==> config.mk <==
export PLATFORM = sky130hd
export DESIGN_NAME = ldpc_cn_sched
export DESIGN_NICKNAME = d
export VERILOG_FILES = /design/src/rtl/ldpc_cn_sched.sv
export SDC_FILE = /design/constraint.sdc
export NUM_CORES = 1
export LEC_CHECK = 0
export CAP_MARGIN = 10
export CORE_MARGIN = 2
export CORE_UTILIZATION = 40
export DETAILED_ROUTE_END_ITERATION = 10
export DONT_BUFFER_PORTS = 1
export PLACE_DENSITY = 0.64
export SKIP_LAST_GASP = 1
export SLEW_MARGIN = 20
export SYNTH_ARGS = -nofsm -noshare
export SYNTH_HDL_FRONTEND = slang
export SYNTH_SLANG_ARGS = --single-unit
==> constraint.sdc <==
create_clock -name clk_i -period 4.8 [get_ports clk_i]
set_input_delay 0.48 -clock clk_i [delete_from_list [all_inputs] [get_ports clk_i]]
set_output_delay 0.48 -clock clk_i [all_outputs]
set_load 0.02 [all_outputs]
==> src/rtl/ldpc_cn_sched.sv <==
// Min-sum check-node scheduler: collects one row of LLRs, then streams the extrinsics in order.
// Define LDPC_CN_OFFSET_EN for offset min-sum (emitted magnitude reduced by one, floored at 0).
module ldpc_cn_sched #(
  parameter int unsigned Q    = 8,
  parameter int unsigned DMAX = 16,
  parameter int unsigned SAT  = 63
) (
  input  logic         clk_i,
  input  logic         rst_i,
  input  logic         in_valid_i,
  output logic         in_ready_o,
  input  logic [Q-1:0] in_data_i,
  input  logic         in_last_i,
  output logic         out_valid_o,
  input  logic         out_ready_i,
  output logic [Q-1:0] out_data_o,
  output logic         out_last_o,
  output logic         busy_o,
  output logic         deg_err_o
);
  localparam int unsigned   IW      = (DMAX > 1) ? $clog2(DMAX) : 1;
  localparam logic [Q-1:0]  SatMag  = Q'(SAT);
  localparam logic [Q:0]    SatWide = (Q+1)'(SAT);
  localparam logic [IW-1:0] LastIdx = IW'(DMAX - 1);

  typedef enum logic [1:0] {StIdle, StCollect, StEmit} state_e;

  state_e          state_q, state_d;
  logic [IW-1:0]   cnt_q, cnt_d, rd_q, rd_d, idx1_q, idx1_d;
  logic [Q-1:0]    min1_q, min1_d, min2_q, min2_d;
  logic            parity_q, parity_d;
  logic [DMAX-1:0] sgn_buf_q, sgn_buf_d;
  logic            out_valid_q, out_valid_d, out_last_q, out_last_d;
  logic [Q-1:0]    out_data_q, out_data_d;
  logic            deg_err_q, deg_err_d;

  logic            sgn, idle, forced, sgn0, upd_par, base_par;
  logic [Q:0]      x_ext, abs_x;
  logic [Q-1:0]    mag, base_min1, base_min2, upd_min1, upd_min2;
  logic [IW-1:0]   wr_idx, base_idx, upd_idx, nxt_rd;

  function automatic logic [Q-1:0] emit_val(input logic [Q-1:0] m, input logic s);
    logic [Q-1:0] mv;
`ifdef LDPC_CN_OFFSET_EN
    mv = (m == '0) ? '0 : m - Q'(1);
`else
    mv = m;
`endif
    return s ? -mv : mv;
  endfunction

  always_comb begin
    state_d     = state_q;
    cnt_d       = cnt_q;
    rd_d        = rd_q;
    idx1_d      = idx1_q;
    min1_d      = min1_q;
    min2_d      = min2_q;
    parity_d    = parity_q;
    sgn_buf_d   = sgn_buf_q;
    out_valid_d = out_valid_q;
    out_data_d  = out_data_q;
    out_last_d  = out_last_q;
    deg_err_d   = 1'b0;

    // Widen by one bit so that |-2^(Q-1)| is representable before saturation.
    sgn   = in_data_i[Q-1];
    x_ext = {sgn, in_data_i};
    abs_x = sgn ? -x_ext : x_ext;
    mag   = (abs_x > SatWide) ? SatMag : abs_x[Q-1:0];

    // The first beat of a row sees freshly initialised trackers.
    idle      = (state_q == StIdle);
    wr_idx    = idle ? '0 : cnt_q;
    base_min1 = idle ? SatMag : min1_q;
    base_min2 = idle ? SatMag : min2_q;
    base_idx  = idle ? '0 : idx1_q;
    base_par  = idle ? 1'b0 : parity_q;

    upd_min1 = base_min1;
    upd_min2 = base_min2;
    upd_idx  = base_idx;
    if (mag < base_min1) begin
      upd_min2 = base_min1;
      upd_min1 = mag;
      upd_idx  = wr_idx;
    end else if (mag < base_min2) begin
      upd_min2 = mag;
    end
    upd_par = base_par ^ sgn;

    forced = (wr_idx == LastIdx);
    sgn0   = (wr_idx == '0) ? sgn : sgn_buf_q[0];
    nxt_rd = rd_q + IW'(1);

    case (state_q)
      StIdle, StCollect: begin
        if (in_valid_i) begin
          sgn_buf_d[wr_idx] = sgn;
          min1_d   = upd_min1;
          min2_d   = upd_min2;
          idx1_d   = upd_idx;
          parity_d = upd_par;
          if (in_last_i || forced) begin
            // Entry 0 is computed from the post-update trackers so it is valid next cycle.
            state_d     = StEmit;
            cnt_d       = wr_idx;
            rd_d        = '0;
            out_valid_d = 1'b1;
            out_data_d  = emit_val((upd_idx == '0) ? upd_min2 : upd_min1, sgn0 ^ upd_par);
            out_last_d  = (wr_idx == '0);
            deg_err_d   = forced && !in_last_i;
          end else begin
            state_d = StCollect;
            cnt_d   = wr_idx + IW'(1);
          end
        end
      end
      StEmit: begin
        if (out_valid_q && out_ready_i) begin
          if (out_last_q) begin
            state_d     = StIdle;
            out_valid_d = 1'b0;
            out_last_d  = 1'b0;
            out_data_d  = '0;
          end else begin
            rd_d       = nxt_rd;
            out_data_d = emit_val((nxt_rd == idx1_q) ? min2_q : min1_q,
                                  sgn_buf_q[nxt_rd] ^ parity_q);
            out_last_d = (nxt_rd == cnt_q);
          end
        end
      end
      default: state_d = StIdle;
    endcase
  end

  always_ff @(posedge clk_i) begin
    if (rst_i) begin
      state_q     <= StIdle;
      cnt_q       <= '0;
      rd_q        <= '0;
      idx1_q      <= '0;
      min1_q      <= '0;
      min2_q      <= '0;
      parity_q    <= 1'b0;
      sgn_buf_q   <= '0;
      out_valid_q <= 1'b0;
      out_data_q  <= '0;
      out_last_q  <= 1'b0;
      deg_err_q   <= 1'b0;
    end else begin
      state_q     <= state_d;
      cnt_q       <= cnt_d;
      rd_q        <= rd_d;
      idx1_q      <= idx1_d;
      min1_q      <= min1_d;
      min2_q      <= min2_d;
      parity_q    <= parity_d;
      sgn_buf_q   <= sgn_buf_d;
      out_valid_q <= out_valid_d;
      out_data_q  <= out_data_d;
      out_last_q  <= out_last_d;
      deg_err_q   <= deg_err_d;
    end
  end

  assign in_ready_o  = (state_q != StEmit);
  assign busy_o      = (state_q != StIdle);
  assign out_valid_o = out_valid_q;
  assign out_data_o  = out_data_q;
  assign out_last_o  = out_last_q;
  assign deg_err_o   = deg_err_q;

endmodule

==> impl_metrics.csv <==
group,metric,value,unit
run_status,status,"completed",
route,post_drt_wl_per_cell,17.5,um
route,via_per_inst,5.87,
clock_network,clock_insertion_delay_worst_skew,0.34,ns
route,detailedRoute.firstPassIterationCount,5,
hold_path,hold_path.class,"in2reg",
timing,rsz_0062_raised_after_global_routing,"false",
synth,synthesis.area,4240,um2
worst_setup_path,worst-path-buf-inv,1,
clock_network,cts_tree,"yes",
clock_network,cts-hold-fix-buffers,0,
global_routing,first_global_vias,3699,
synth,ys_seq_area_share,27.4,%
route,wirelength,11.6,mm
pwr,peakVddDrop,0.000141,V
route,via_count,3887,
placed_design,gp_routability_congestion,0.920,
timing,timing.max_slew.rel_slack,51.8,%
synth,synth_async_reset_ratio,0,%
timing,maxSlewViolCount,0,
floorplanning,die_w,107,um
worst_setup_path,critPathArrivalTime,4.53,ns
clock_network,htree_levels,3,
global_routing,globalRouteOverflowTotal,0,
synth,yosys_register_bits,58,
placed_design,port_buffers,0,
worst_setup_path,timing.critical_path.fanout_max,5,
layout,design.final.nets,554,
synth,synth_edf_count,0,
layout,post_route_cells_drive_above_1_share,11.0,%
clock_network,cts_root_buffer,"clkbuf_8",
synth,yosys.area.top_type,"dfxtp_1",
clock_network,cts_sinks,58,
timing,min_cycle_time_layout,4.31,ns
timing,timing.setup.tns,0,ns
floorplanning,floorplan.initialDensity,41.1,%
layout,layout_commonest_cell,"nor2_1",
timing,skew,0.0108,ns
synth,ys_types,73,
global_routing,track_usage,21.3,%
route,drc_errors,0,
synth,synth_flop_cell,"dfxtp_1",
timing,finalSetupViolCount,0,
pwr,power-per-cell-area,302,nW/um2
synth,ys_warn_count,0,
timing,fin_crit_sh,89.8,%
floorplanning,floorplan.core_area,10300,um2
route,drt_first_iter_violations,358,
worst_setup_path,worst_path_largest_cell_delay,0.56,ns
global_routing,grt_start_max_net_pins,60,
timing,max_freq,232,MHz
layout,final_cell_mix,"nor2_1, dfxtp_1, nand2_1",
worst_setup_path,required,5.02,ns
layout,insertedDiodeCount,0,
worst_setup_path,setup.worst_path.end_class,"flip-flop",
clock_network,clockBufferDepth,2,
floorplanning,floorplan.die.height,107,um
layout,layout-area-overhead-vs-synth,8.37,%
global_routing,grt_pass1_wl,19.4,mm
worst_setup_path,timing.critical_path.from_type,"input pin",
clock_network,cts_buffers,9,
synth,mean_syn_cell_area,8.07,um2
route,residual_antenna_violating_net_count_after_detailed_routing,0,
synth,synth_area_leaders,"dfxtp_1, nor2_1, ha_1",
clock_network,post_cts_resize_count,0,
timing,tightest_slew,0.717,ns
synth,synth_largest_type_area_fraction,27.4,%
worst_setup_path,path_delay_family,"compound AO/OA/AOI/OAI gates",
floorplanning,rows,37,
run,drv_cap,0,
pwr,power.static_leakage,1.76,nW
timing,report.final.hold_viol_count,0,
floorplanning,io_pins,26,
worst_setup_path,worst_path_max_delay_cell,"or3_2",
worst_setup_path,worst_path_cell_chain,"inv_1, ha_1, nor2b_1, a311oi_4, or3_2, ha_1, nand2_1, a211oi_1, a221oi_2, o31a_1, mux2_4, a211oi_2, ha_1, a31oi_1, xnor2_1, a222oi_1, nor2_1",
synth,synthesis.instances,526,
clock_network,postCtsSetupBuffers,0,
layout,postLayoutCellArea,4600,um2
clock_network,cts.clk_slew.worst_paths,0.07,ns
layout,fill_cells,1025,
worst_setup_path,start_to_end_type_of_the_worst_setup_path,"in2reg",
timing,timing.hold.ws,0.195,ns
placed_design,placedInstanceArea,4370,um2
floorplanning,die_area,11500,um2
global_routing,antenna_violations_before_repair,0,
worst_setup_path,critical_path.most_common_cell,"ha_1",
placed_design,hpwl,8.61,mm
## worst register-to-register path: stages, from the launching register on
cell and delay [ns]:
dfxtp_1 0.51, nor2_2 0.06, inv_1 0.35, nand2_1 0.13, ha_1 0.32, a21oi_1 0.15, a21boi_0 0.24, a211oi_4 0.43
nand2_1 0.15, a2111oi_1 0.54, a211oi_2 0.16, and3_1 0.22, a31oi_1 0.18, mux2i_1 0.33, a211oi_2 0.11
## cell families after synthesis
kind of cell | after synthesis | share of synthesized area [%]
AO/OA/AOI/OAI | 139 | 24.2
XOR/XNOR | 28 | 5.78
adder cells (fa/ha/maj) | 20 | 5.90
buffers and inverters | 41 | 4.16
flip-flops | 58 | 27.4
multiplexers | 33 | 9.76
other | 1 | 0.0884
AND/OR/NAND/NOR | 206 | 22.8
## final timing paths
kind	startpoint	end	slack, ns	depth (start not counted)
max	in_data_i[0]	out_data_o[4]	0.49	17
min reg2reg	sgn_buf_q[13]	sgn_buf_q[13]	0.47	2
max reg2reg	state_q[0]	out_data_o[5]	0.80	14
min	rst_i	out_data_o[5]	0.20	1
## cell usage after synthesis (4+ instances only)
cell type,n
nand3_1,18
a22oi_1,7
o211ai_1,4
nand2b_1,4
and2_1,5
mux2i_1,23
mux4_2,5
clkbuf_1,21
o21ai_0,26
nand2_1,40
xnor2_1,19
o21bai_1,5
dfxtp_1,58
a311oi_1,5
nor3_1,14
a221oi_1,4
or3_1,9
nor2_1,82
xor2_1,9
a21oi_1,31
nor2b_1,4
ha_1,20
nand4_1,6
a31oi_1,10
inv_1,10
nor4_1,4
a211oi_1,9
and3_1,5
## cell type report
type | count | area (um2) | share of cell area [%]
multi-input cells | 430 | 2920 | 63.4
flip-flops and latches | 58 | 1160 | 25.2
well taps | 136 | 170 | 3.70
clock buffers | 10 | 138 | 2.99
clock inverters | 6 | 88.8 | 1.93
repair buffers | 11 | 82.6 | 1.80
inverters | 11 | 41.3 | 0.898
## registers in the layout (all words and copies together), names as in the netlist
signal	count
cnt_q	4
rd_q	4
state_q	2
parity_q	1
out_last_o	1
deg_err_o	1
idx1_q	4
min1_q	8
out_valid_o	1
out_data_o	8
min2_q	8
sgn_buf_q	16
## layer usage
| layer | vias up | part of all wire [%] | GRT usage [%] | wire [um] |
|---|---|---|---|---|
| met5 | - | 0 | 0 | 0 |
| met4 | 0 | 1.5 | 7.88 | 179 |
| met3 | 16 | 6.4 | 4.98 | 746 |
| met2 | 136 | 46 | 32.6 | 5310 |
| met1 | 1820 | 46 | 29.1 | 5370 |
| li1 | 1915 | - | - | - |
## report_power, final
| group | switching (W) | internal [W] |
|---|---|---|
| logic | 0.000195 | 0.000126 |
| registers | 0.0000418 | 0.000503 |
| clock network | 0.000217 | 0.000307 |
| total | 0.000454 | 0.000936 |
## through the flow
stage               power, W  util (%)  setup slack [ns]  instances
floorplan           0.000799         -             0.442        529
global placement    0.000864      42.4             0.317        646
detailed placement  0.000868      42.4             0.188        646
CTS                  0.00139      44.6             0.534        662
global route         0.00146      44.6            0.0860        662
finish               0.00139      44.6             0.489        662
No activity file was read; power rests on OpenSTA's default activity.
